<file path="config.mk">
export PLATFORM = sky130hd
export DESIGN_NAME = aes_ct_collector
export DESIGN_NICKNAME = d
export VERILOG_FILES = /design/src/rtl/aes_ct_collector_pkg.sv /design/src/rtl/aes_ct_fifo.sv /design/src/rtl/aes_ct_collector.sv
export SDC_FILE = /design/constraint.sdc
export NUM_CORES = 1
export LEC_CHECK = 0
export BUFFER_PORTS_ARGS = -buffer_cell sky130_fd_sc_hd__buf_2
export CAP_MARGIN = 20
export CORE_MARGIN = 2
export CORE_UTILIZATION = 40
export DETAILED_ROUTE_END_ITERATION = 16
export PLACE_DENSITY_LB_ADDON = 0.25
export SETUP_SLACK_MARGIN = 0.5
export SLEW_MARGIN = 20
export SYNTH_ARGS = -nofsm -noshare
export SYNTH_HDL_FRONTEND = slang
export SYNTH_SLANG_ARGS = --single-unit
</file>
<file path="constraint.sdc">
create_clock -name clk -period 5.73 [get_ports clk]
set_clock_uncertainty 0.2 [all_clocks]
set_input_delay 1.4325 -clock clk [delete_from_list [all_inputs] [get_ports clk]]
set_output_delay 1.4325 -clock clk [all_outputs]
set_load 0.005 [all_outputs]
</file>
<file path="src/rtl/aes_ct_collector_pkg.sv">
// Shared widths and latency for the AES ciphertext collector and its FIFO.
package aes_ct_collector_pkg;
    localparam int AES_BLOCK_W     = 128;
    localparam int AES_ENC_LATENCY = 11;
    localparam int AES_WORD_W      = 32;
    localparam int AES_CT_DEPTH    = 4;

    // Index width that stays legal when there is only one entry.
    function automatic int idx_w(input int n);
        return (n > 1) ? $clog2(n) : 1;
    endfunction
endpackage

</file>
<file path="src/rtl/aes_ct_fifo.sv">
// Synchronous block FIFO with a combinational head read; the caller guarantees no push when full
// unless a pop happens on the same edge.
module aes_ct_fifo
    import aes_ct_collector_pkg::*;
#(
    parameter int W     = AES_BLOCK_W,
    parameter int DEPTH = AES_CT_DEPTH
) (
    input  logic                     clk,
    input  logic                     rst,
    input  logic                     push,
    input  logic [W-1:0]             din,
    input  logic                     pop,
    output logic [$clog2(DEPTH):0]   count,
    output logic [W-1:0]             head
);
    localparam int AW = idx_w(DEPTH);

    logic [W-1:0]  mem [DEPTH];
    logic [AW-1:0] wr_ptr, rd_ptr;

    always_ff @(posedge clk) begin
        if (push) mem[wr_ptr] <= din;
    end

    // Pointers wrap naturally because DEPTH is a power of two.
    always_ff @(posedge clk or negedge rst) begin
        if (!rst) begin
            wr_ptr <= '0;
            rd_ptr <= '0;
            count  <= '0;
        end else begin
            if (push) wr_ptr <= wr_ptr + 1'b1;
            if (pop)  rd_ptr <= rd_ptr + 1'b1;
            if (push && !pop)      count <= count + 1'b1;
            else if (pop && !push) count <= count - 1'b1;
        end
    end

    assign head = mem[rd_ptr];
endmodule

</file>
<file path="src/rtl/aes_ct_collector.sv">
// Tracks in-flight AES blocks from their launch enable, buffers finished ciphertexts and
// streams them out as MSB-first words, with an advisory credit signal back to the source.
module aes_ct_collector
    import aes_ct_collector_pkg::*;
#(
    parameter int BLOCK_LENGTH = AES_BLOCK_W,
    parameter int WORD_W       = AES_WORD_W,
    parameter int LATENCY      = AES_ENC_LATENCY,
    parameter int DEPTH        = AES_CT_DEPTH
) (
    input  logic                    clk,
    input  logic                    rst,
    input  logic                    blk_en,
    input  logic [BLOCK_LENGTH-1:0] ct_in,
    output logic                    blk_ready,
    output logic [WORD_W-1:0]       m_data,
    output logic                    m_valid,
    output logic                    m_last,
    input  logic                    m_ready,
    input  logic                    ovf_clr,
    output logic                    ovf_flag,
    output logic [7:0]              ovf_cnt
);
    localparam int NW  = BLOCK_LENGTH / WORD_W;
    localparam int CW  = $clog2(DEPTH) + 1;
    localparam int IFW = $clog2(LATENCY + 1);
    localparam int WIW = idx_w(NW);
    localparam logic [WIW-1:0] LAST_W  = WIW'(NW - 1);
    localparam logic [CW-1:0]  DEPTH_C = CW'(DEPTH);

    logic [LATENCY-1:0]      vpipe;
    logic [IFW-1:0]          in_flight;
    logic [CW-1:0]           fifo_count;
    logic [BLOCK_LENGTH-1:0] head;
    logic [WIW-1:0]          widx;
    logic                    push_req, push_ok, drop, word_acc, block_pop;

    assign push_req  = vpipe[LATENCY-1];
    assign m_valid   = (fifo_count != '0);
    assign word_acc  = m_valid && m_ready;
    assign block_pop = word_acc && (widx == LAST_W);
    // A full FIFO still takes the block when the head leaves on the same edge.
    assign push_ok   = push_req && ((fifo_count < DEPTH_C) || block_pop);
    assign drop      = push_req && !push_ok;
    assign blk_ready = (32'(fifo_count) + 32'(in_flight)) < 32'(DEPTH);
    assign m_last    = m_valid && (widx == LAST_W);
    assign m_data    = m_valid ? head[BLOCK_LENGTH-1-int'(widx)*WORD_W -: WORD_W] : '0;

    aes_ct_fifo #(.W(BLOCK_LENGTH), .DEPTH(DEPTH)) u_fifo (
        .clk   (clk),
        .rst   (rst),
        .push  (push_ok),
        .din   (ct_in),
        .pop   (block_pop),
        .count (fifo_count),
        .head  (head)
    );

    always_ff @(posedge clk or negedge rst) begin
        if (!rst) begin
            vpipe     <= '0;
            in_flight <= '0;
            widx      <= '0;
        end else begin
            vpipe <= (vpipe << 1) | LATENCY'(blk_en);
            if (blk_en && !push_req)      in_flight <= in_flight + IFW'(1);
            else if (push_req && !blk_en) in_flight <= in_flight - IFW'(1);
            if (word_acc) widx <= (widx == LAST_W) ? '0 : widx + 1'b1;
        end
    end

    // A drop on the same edge as a clear leaves a fresh count of one.
    always_ff @(posedge clk or negedge rst) begin
        if (!rst) begin
            ovf_flag <= 1'b0;
            ovf_cnt  <= '0;
        end else if (drop) begin
            ovf_flag <= 1'b1;
            if (ovf_clr)                ovf_cnt <= 8'd1;
            else if (ovf_cnt != 8'hFF)  ovf_cnt <= ovf_cnt + 8'd1;
        end else if (ovf_clr) begin
            ovf_flag <= 1'b0;
            ovf_cnt  <= '0;
        end
    end
endmodule

</file>
==> run_results.csv <==
group,metric,value,unit
status,status,"finished clean",
pwr,internal_power,8540,uW
clock_tree,post_cts_resize_count,0,
logic_synthesis,synth_async_sr_flop_share,6.06,%
timing,hold_violations,0,
timing,period_needed,4.83,ns
logic_synthesis,syn_nets,1069,
flow_run,max_cap_violations,0,
setup_path,start_kind,"register",
routing,vias,9972,
setup_path,r2r_slack,2.29,ns
floorplan,num_rows,83,
placement,hpwl,27.8,mm
global_route,grt_max_degree,75,
global_route,track_usage,17.4,%
worst_hold_path,hold_path.class,"register to register",
logic_synthesis,synth_common_cells,"edfxtp_1, mux4_2, a22oi_1",
timing,relSlewSlack,34.5,%
global_route,antenna_found_initial,28,
logic_synthesis,netlist_instances,922,
clock_tree,path_clk_slew,0.06,ns
clock_tree,clk_latency,0.60,ns
global_route,grt-ovfl-total,0,
routing,met3_length,3.23,mm
floorplan,die_y,232,microns
routing,dr.max_layer_used,"met5",
setup_path,r2r_cells,5,
routing,wl_met1,20.3,mm
final_layout,final_util,47.4,%
timing,slew_violations,0,
clock_tree,cts.path.max_buffers,3,
setup_path,required,4.10,ns
logic_synthesis,synth_edf_count,512,
timing,post-route-period-util,84.2,%
clock_tree,ctsHoldBuffers,0,
setup_path,crit_type,"register to output port",
clock_tree,cts-root-buf,"clkbuf_16",
pwr,seqPwrFrac,44.3,%
floorplan,die_w,232,microns
logic_synthesis,synth_area_per_cell,22.5,sq um
pwr,switchingPower,3650,uW
routing,wl_per_cell,24.6,microns
routing,via_per_inst,5.34,
global_route,grt_pass1_wl,68.1,mm
setup_path,reg2reg_to,"u_fifo.mem[3][119]",
timing,rsz0062_at_grt,"no",
pwr,leakage,0.00818,uW
placement,placed_area,22500,sq um
floorplan,core_area,51200,sq um
pwr,clockPowerShare,28.0,%
setup_path,regToRegStartpoint,"widx[0]",
logic_synthesis,synth-seq-area-share,78.2,%
final_layout,finalInstanceArea,24300,sq um
pwr,power.share.combinational,27.7,%
setup_path,cp.arrival,3.19,ns
pwr,peakVddDrop,333,uV
global_route,grt_pass1_vias,10300,
floorplan,dieArea,53600,sq um
floorplan,io_pins,177,
logic_synthesis,yosysMostFrequentCell,"edfxtp_1",
routing,drtPass1Iterations,5,
setup_path,crit_fanout,49,
timing,max_freq,0.207,GHz
routing,drc_errors,0,
placement,portBuffers,176,
routing,antenna_left,0,
worst_hold_path,holdPathStages,0,
final_layout,finalNetCount,1284,
logic_synthesis,synth.distinct_cells,39,
timing,fin_tns_setup,0,ns
final_layout,syn2layout_area_growth,17.2,%
logic_synthesis,syn_area,20700,sq um
logic_synthesis,synthFlopType,"edfxtp_1",
timing,worstMarginPinSlew,0.983,ns
worst_hold_path,whs_endpoint,"vpipe[4]",
logic_synthesis,synth_top_area_cell,"edfxtp_1",
clock_tree,cts_buffers,55,
routing,wl,45.9,mm
clock_tree,cts_tree,"yes",
clock_tree,clock-sinks,545,
placement,post-place-ws,1.38,ns
worst_hold_path,min_from,"vpipe[3]",
timing,whs,0.149,ns
clock_tree,h-tree-depth,2,
logic_synthesis,synth_top_area_share,74.3,%
timing,finalWorstSetupSlack,0.903,ns
setup_path,crit_path_end_kind,"output port",
clock_tree,cts_setup_buffers,0,
pwr,p_sw_share,29.9,%
timing,setup_viol,0,
pwr,powerDensity,502,nW/um^2
routing,drtIter0Drc,753,
logic_synthesis,yosys_warnings,0,
floorplan,start_util,40.4,%
logic_synthesis,synth_area_leaders,"edfxtp_1, mux4_2, dfrtp_1, a22oi_1, nand2_1",
routing,dr_wl_met2,21.3,mm
final_layout,post_route_cells_drive_above_1_share,36.0,%
logic_synthesis,yosys_register_bits,545,
placement,gp_congestion,0.750,
[flip-flops by register name (all words and copies together) (netlist names)]
signal	count
ovf_flag	1
u_fifo.count	3
ovf_cnt	8
u_fifo.rd_ptr	2
u_fifo.wr_ptr	2
widx	2
in_flight	4
vpipe	11
u_fifo.mem	512
[power groups by stage]
| stage | clock network, uW | logic [uW] | registers [uW] |
|---|---|---|---|
| 6_report | 3410 | 3380 | 5390 |
| 5_1_grt | 3660 | 3660 | 5470 |
| 2_1_floorplan | 0 | 2340 | 5270 |
| 3_3_place_gp | 0 | 3450 | 5470 |
| 4_1_cts | 3510 | 3460 | 5410 |
| 3_5_place_dp | 0 | 3460 | 5490 |
[metal layers]
| metal | global-route usage, % | vias up |
|---|---|---|
| met3 | 4.42 | 86 |
| met1 | 25.1 | 5268 |
| met5 | 0 | - |
| met4 | 5.38 | 24 |
| li1 | - | 4335 |
| met2 | 26.1 | 259 |
[worst max-delay path, cell delays in order, from the launching register on]
cell     delay (ns)
dfrtp_4        1.06
buf_4          0.49
mux4_2         0.56
a22oi_1        0.23
nand2_1        0.09
buf_2          0.13
[cell usage in the layout (no fill, tap or decap), types with 6 or more instances in the layout]
cell       count
buf_12         8
mux4_2       127
a21oi_1        7
clkbuf_16     55
clkbuf_1      11
edfxtp_1     512
a22oi_1       63
ha_1          12
dfrtp_1       31
clkinv_1      12
mux2i_1        6
xnor2_1        6
buf_2        176
inv_1          8
diode_2        7
buf_4         20
nand2_1       41
clkinv_2      12
[through the flow]
step | power, uW | cells
after floorplan | 7610 | 922
after global placement | 8920 | 1760
after detailed placement | 8950 | 1760
after CTS | 12400 | 1862
after global routing | 12800 | 1867
final | 12200 | 1869
[worst max-delay path by stage]
| stage | slack [ns] | end | startpoint |
|---|---|---|---|
| after floorplan | 1.54 | u_fifo.mem[0][0] | m_ready |
| final | 0.90 | m_data[6] | u_fifo.rd_ptr[0] |
| after global routing | 0.59 | m_data[10] | u_fifo.rd_ptr[0] |
| after detailed placement | 1.38 | m_data[10] | u_fifo.rd_ptr[0] |
| after global placement | 1.36 | m_data[10] | u_fifo.rd_ptr[0] |
| after CTS | 0.71 | m_data[10] | u_fifo.rd_ptr[0] |
[area by class of cell]
type	count	area (sq um)
multi-input combinational	322	4250
antenna	7	17.5
clock buffer	67	1430
sequential	545	16200
tap	680	851
clock inverter	35	293
fill	4224	26900
inverter	9	33.8
timing repair buffer	204	1190
[cells by family (layout without fill, tap and decap cells)]
| family | count (synthesis) | count (layout) | synth area share, % |
|---|---|---|---|
| buffers and inverters | 55 | 315 | 1.37 |
| and+or+nand+nor | 75 | 75 | 1.75 |
| AOI/OAI and AO/OA | 89 | 89 | 3.10 |
| xor gates and xnor gates | 8 | 8 | 0.338 |
| other | 0 | 7 | 0 |
| adders and majority gates | 14 | 14 | 0.919 |
| muxes | 136 | 136 | 14.3 |
| DFF | 545 | 545 | 78.2 |
(Power assumes the default switching activity.)
